**src/rtl/game_pkg.sv**
```systemverilog
// Shared types and default constants for the match judge.
package game_pkg;

    typedef enum logic [1:0] {
        IDLE   = 2'd0,
        JUDGE  = 2'd1,
        REPORT = 2'd2,
        OVER   = 2'd3
    } judge_state_t;

    localparam int DEF_N_PLAYERS = 2;
    localparam int DEF_CODE_W    = 5;
    localparam int DEF_SCORE_W   = 4;
    localparam int DEF_WIN_SCORE = 9;

endpackage

```
**src/rtl/max_mask.sv**
```systemverilog
// Flags every player whose move code equals the unsigned maximum.
module max_mask #(
    parameter int N_PLAYERS = 2,
    parameter int CODE_W    = 5
) (
    input  logic [N_PLAYERS*CODE_W-1:0] codes,
    output logic [N_PLAYERS-1:0]        mask
);

    logic [CODE_W-1:0] max_c;

    always_comb begin
        max_c = '0;
        for (int i = 0; i < N_PLAYERS; i++) begin
            if (codes[i*CODE_W +: CODE_W] > max_c) begin
                max_c = codes[i*CODE_W +: CODE_W];
            end
        end
        mask = '0;
        for (int i = 0; i < N_PLAYERS; i++) begin
            mask[i] = (codes[i*CODE_W +: CODE_W] == max_c);
        end
    end

endmodule

```
**src/rtl/match_judge.sv**
```systemverilog
// Round judge: latch codes, pick max-code winners, keep score to WIN_SCORE.
module match_judge
    import game_pkg::*;
#(
    parameter int N_PLAYERS = DEF_N_PLAYERS,
    parameter int CODE_W    = DEF_CODE_W,
    parameter int SCORE_W   = DEF_SCORE_W,
    parameter int WIN_SCORE = DEF_WIN_SCORE
) (
    input  logic                         Clock,
    input  logic                         Reset,
    input  logic [N_PLAYERS*CODE_W-1:0]  Out_cr,
    input  logic                         round_valid,
    input  logic                         new_match,
    output logic                         ready,
    output logic [N_PLAYERS-1:0]         Out_wr,
    output logic                         result_valid,
    output logic [N_PLAYERS*SCORE_W-1:0] scores,
    output logic                         match_over,
    output logic [2:0]                   champion
);

    localparam logic [SCORE_W-1:0] WIN = SCORE_W'(WIN_SCORE);

    judge_state_t                state;
    logic [N_PLAYERS*CODE_W-1:0] codes_q;
    logic [N_PLAYERS-1:0]        mask;
    logic                        sole;
    logic [SCORE_W-1:0]          score_q [N_PLAYERS];
    logic                        any_win;
    logic [2:0]                  win_idx;

    max_mask #(
        .N_PLAYERS(N_PLAYERS),
        .CODE_W   (CODE_W)
    ) u_max_mask (
        .codes(codes_q),
        .mask (mask)
    );

    assign sole  = $onehot(mask);
    assign ready = (state == IDLE);

    for (genvar g = 0; g < N_PLAYERS; g++) begin : g_pack
        assign scores[g*SCORE_W +: SCORE_W] = score_q[g];
    end

    // Lowest-indexed player at WIN_SCORE; only one can get there per round.
    always_comb begin
        any_win = 1'b0;
        win_idx = '0;
        for (int i = N_PLAYERS - 1; i >= 0; i--) begin
            if (score_q[i] == WIN) begin
                any_win = 1'b1;
                win_idx = 3'(i);
            end
        end
    end

    always_ff @(posedge Clock) begin
        result_valid <= 1'b0;
        if (Reset || new_match) begin
            state      <= IDLE;
            codes_q    <= '0;
            Out_wr     <= '0;
            match_over <= 1'b0;
            champion   <= '0;
            for (int i = 0; i < N_PLAYERS; i++) begin
                score_q[i] <= '0;
            end
        end else begin
            unique case (state)
                IDLE: begin
                    if (round_valid) begin
                        codes_q <= Out_cr;
                        state   <= JUDGE;
                    end
                end
                JUDGE: begin
                    Out_wr       <= mask;
                    result_valid <= 1'b1;
                    state        <= REPORT;
                    for (int i = 0; i < N_PLAYERS; i++) begin
                        if (sole && mask[i] && score_q[i] != WIN) begin
                            score_q[i] <= score_q[i] + SCORE_W'(1);
                        end
                    end
                end
                REPORT: begin
                    if (any_win) begin
                        state      <= OVER;
                        match_over <= 1'b1;
                        champion   <= win_idx;
                    end else begin
                        state <= IDLE;
                    end
                end
                OVER: begin
                    state <= OVER;
                end
                default: state <= IDLE;
            endcase
        end
    end

endmodule

```
**config.mk**
```make
export PLATFORM = sky130hd
export DESIGN_NAME = match_judge
export DESIGN_NICKNAME = d
export VERILOG_FILES = /design/src/rtl/game_pkg.sv /design/src/rtl/max_mask.sv /design/src/rtl/match_judge.sv
export SDC_FILE = /design/constraint.sdc
export NUM_CORES = 1
export LEC_CHECK = 0
export CORE_ASPECT_RATIO = 1.1
export CORE_UTILIZATION = 46
export DETAILED_ROUTE_END_ITERATION = 10
export HOLD_SLACK_MARGIN = 0.02
export PLACE_DENSITY = 0.76
export SLEW_MARGIN = 25
export SYNTH_ARGS = -nofsm -noshare
export SYNTH_HDL_FRONTEND = slang
export SYNTH_SLANG_ARGS = --single-unit
```
**constraint.sdc**
```tcl
create_clock -name Clock -period 2.1 [get_ports Clock]
set_input_delay 0.42 -clock Clock [delete_from_list [all_inputs] [get_ports Clock]]
set_output_delay 0.42 -clock Clock [all_outputs]
set_load 0.02 [all_outputs]
```
==> out/results.md <==
| Result | This run | Unit |
|:---|:---|:---|
| Placed Instances | 220 | - |
| Depth of the CTS H-tree | 1 | - |
| Chip Height | 61.2 | um |
| Share of power burned in registers | 55.2 | % |
| CTS Root Cell | sky130_fd_sc_hd__clkbuf_4 | - |
| Final critical delay including setup and external delays | 1.96 | ns |
| Final slew viol count | 0 | - |
| Fill cells | 277 | - |
| Post-route worst setup slack | 0.142 | ns |
| Clk sinks | 25 | - |
| Source-to-sink clock delay at the later pin of the worst-skew pair | 0.31 | ns |
| Number of placement rows | 21 | - |
| Finished layout cell area | 0.00179 | mm^2 |
| Area occupied by multi-input gates | 802 | um^2 |
| Dpl ws | -0.113 | ns |
| Number of design rule violations left after detail routing | 0 | - |
| Number of flip-flops and latches in the synthesized netlist | 25 | - |
| Busiest metal layer after global routing | met2 | - |
| Result of the run | complete, no violations | - |
| Post-route worst hold slack | 0.478 | ns |
| Global-route usage over all layers | 17.2 | % |
| Total CTS buffers | 3 | - |
| Ys async rst share | 0 | % |
| Net switching power | 0.000280 | W |
| Seq. cell area | 581 | um^2 |
| Met2 usage | 34.3 | % |
| Static leakage | 0.705 | nW |
| Vias in the first global route | 1,116 | - |
| Post-place instance area | 0.00175 | mm^2 |
| Effective utilization at floorplan | 48.1 | % |
| Number of maximum-capacitance constraint violations | 0 | - |
| Initial DRC Count | 15 | - |
| Final clock period utilization by the worst path | 93.2 | % |
| Area of the core | 0.00305 | mm^2 |
| Largest net degree at the start of global routing | 17 | - |
| Total setup buffers inserted after CTS | 0 | - |
| Number of top-level pins | 30 | - |
| Distinct cell type count of the synthesized netlist | 36 | - |
| Synth warnings | 0 | - |
| Required time reported for the critical path endpoint | 2.10 | ns |
| Final nets | 214 | - |
| Post-DR vias/cell | 5.60 | - |
| Dominant register cell in the synthesized netlist | sky130_fd_sc_hd__dfxtp_1 | - |
| DRT antenna net count | 0 | - |
| Wirelength per Cell | 13.0 | um |
| Post-layout instance count excluding filler cells | 224 | - |
| Worst-path fanout max | 4 | - |
| Sequential element share of the synthesized area | 39.6 | % |
| Leading cell types by total area after synthesis | sky130_fd_sc_hd__dfxtp_1 (23%), sky130_fd_sc_hd__edfxtp_1 (16%), sky130_fd_sc_hd__ha_1 (7.7%) | - |
| Post-layout total power | 0.000966 | W |
| Post-Synthesis Cells | 167 | - |
| Hold-fix buffers at CTS | 0 | - |
| Proportion of layout cells with a drive suffix above 1 | 6.32 | % |
| Clock-pin slew on the worst setup and hold paths | 0.13 | ns |
| Residual overflow from global routing | 0 | - |
| Most used cells in the layout excluding fill and tap cells | sky130_fd_sc_hd__clkdlybuf4s50_1 (27), sky130_fd_sc_hd__nand2_1 (23), sky130_fd_sc_hd__dfxtp_1 (17) | - |
| Internal power | 0.000686 | W |
| Antenna fix cells | 0 | - |
| Max Clk Rate | 511 | MHz |
| Area of the die | 0.00342 | mm^2 |
| Dpl hpwl | 2250 | um |
| Switch share | 29.0 | % |
| Power share of the combinational group | 22.4 | % |
| TritonCTS clock tree | done | - |
| First-pass iteration count of the detailed router | 4 | - |
| Number of buffers inserted by port buffering | 27 | - |
| Antenna violations before repair | 0 | - |
| CP endpoint kind | flip-flop | - |
| Startpoint class of the critical path | flip-flop | - |
| Number of enable-type register cells in the synthesized netlist | 8 | - |
| Horiz. Die Dim | 55.8 | um |
| M3 GR Usage | 1.89 | % |
| Global-route wire length before repair | 4680 | um |
| Yosys top cell by area | sky130_fd_sc_hd__dfxtp_1 | - |
| WS Path Type | flip-flop to flip-flop | - |
| Final Wtd Congestion | 0.834 | - |
| Clock share of power | 22.4 | % |
| Clock skew after layout | 0.00239 | ns |
| Share of the synthesized area in the top cell type | 23.2 | % |
| Pwr/cell area | 541 | mW/mm^2 |
| Critical path arrival | 1.96 | ns |
| Path category of the worst min-delay check | flip-flop to flip-flop | - |
| Setup violations, final | 0 | - |
| Max Buffers Root-to-Sink | 2 | - |
| Average cell area after synthesis | 8.78 | um^2 |
| Met1 Usage GRT | 19.6 | % |
| Worst supply voltage drop on vdd | 0.000479 | V |
| Via Count | 1,255 | - |
| Synthesized area | 0.00147 | mm^2 |
| Syn-to-layout area delta | 21.8 | % |
| Total count of hold-check failures in the final report | 0 | - |
| Most common cell after layout, fill and taps aside | sky130_fd_sc_hd__clkdlybuf4s50_1 | - |
| Total length of routed wires | 2910 | um |
-- power by group through the flow --
stage	registers, W	clock network, W	logic, W
2_1_floorplan	0.000552	0	0.000130
6_report	0.000534	0.000216	0.000217
5_1_grt	0.000536	0.000241	0.000238
4_1_cts	0.000534	0.000225	0.000215
3_3_place_gp	0.000543	0	0.000208
3_5_place_dp	0.000545	0	0.000214
-- timing repair --
item | CTS | global route
resized for setup | 0 | 1
setup endpoints to repair | 0 | 4
hold endpoints to repair | 0 | 0
-- cell usage after synthesis (2+ instances only) --
cell                       number
sky130_fd_sc_hd__clkbuf_1       7
sky130_fd_sc_hd__ha_1           9
sky130_fd_sc_hd__mux2i_1        8
sky130_fd_sc_hd__buf_2          3
sky130_fd_sc_hd__a21oi_1       15
sky130_fd_sc_hd__nand2_1       23
sky130_fd_sc_hd__edfxtp_1       8
sky130_fd_sc_hd__nor2_1         5
sky130_fd_sc_hd__and3b_1        2
sky130_fd_sc_hd__xnor2_1        7
sky130_fd_sc_hd__o21ai_1       10
sky130_fd_sc_hd__nand3_1        3
sky130_fd_sc_hd__o211ai_1       9
sky130_fd_sc_hd__buf_4          2
sky130_fd_sc_hd__inv_1          9
sky130_fd_sc_hd__o21ai_0        2
sky130_fd_sc_hd__or2_1          2
sky130_fd_sc_hd__xor2_1         2
sky130_fd_sc_hd__nor3_1         8
sky130_fd_sc_hd__dfxtp_1       17
-- area by class of cell --
cell class | instances | area share [%]
Clock buffer | 4 | 1.47
Inverter | 9 | 1.89
Multi-Input combinational cell | 121 | 44.9
Sequential cell | 25 | 32.5
Tap cell | 34 | 2.38
Timing Repair Buffer | 31 | 16.8
-- flip-flops by register name, summed over array words and instances, names as in the netlist --
signal / cells
Out_wr: 2
state: 2
codes_q: 10
match_over: 1
score_q: 8
champion: 1
result_valid: 1
-- kinds of logic (layout without fill, tap and decap cells) --
kind of cell,count (synthesis),in the layout,share of synthesized area (%)
buf+inv,22,44,6.91
compound gates,42,42,17.3
xor+xnor,9,9,5.38
fa+ha+maj,9,9,7.68
other cells,1,2,0.256
simple gates,51,51,17.4
mux,8,8,5.46
flops,25,25,39.6
-- layer usage --
metal	vias up	part of all wire (%)
met4	0	1.0
met1	590	43
li1	627	-
met2	34	53
met3	4	2.8
met5	-	0
-- path summary, 6_finish.rpt --
| check | end | cells after the start | start | slack, ns |
|---|---|---|---|---|
| worst min register to register | match_over$_SDFFE_PP0P_ | 2 | match_over$_SDFFE_PP0P_ | 0.48 |
| worst max-delay path | score_q[0][6]$_SDFFCE_PN0P_ | 6 | codes_q[4]$_SDFFE_PP0P_ | 0.14 |
| worst min-delay path | match_over$_SDFFE_PP0P_ | 2 | match_over$_SDFFE_PP0P_ | 0.48 |
| worst max register to register | score_q[0][6]$_SDFFCE_PN0P_ | 6 | codes_q[4]$_SDFFE_PP0P_ | 0.14 |
-- critical path, stage by stage (launching register included) --
cell	delay [ns]
sky130_fd_sc_hd__dfxtp_1	0.39
sky130_fd_sc_hd__inv_1	0.06
sky130_fd_sc_hd__ha_1	0.32
sky130_fd_sc_hd__nand4_1	0.12
sky130_fd_sc_hd__o221ai_1	0.18
sky130_fd_sc_hd__o21ai_1	0.18
sky130_fd_sc_hd__o31ai_4	0.41
-- per-stage QoR --
step | utilization (%) | TNS, ns
after floorplan | - | 0
after global placement | 57.4 | 0
after detailed placement | 57.4 | -0.340
after CTS | 58.3 | 0
after global routing | 58.6 | -0.0115
final | 58.6 | 0
Power figures use the tool's default switching activity.
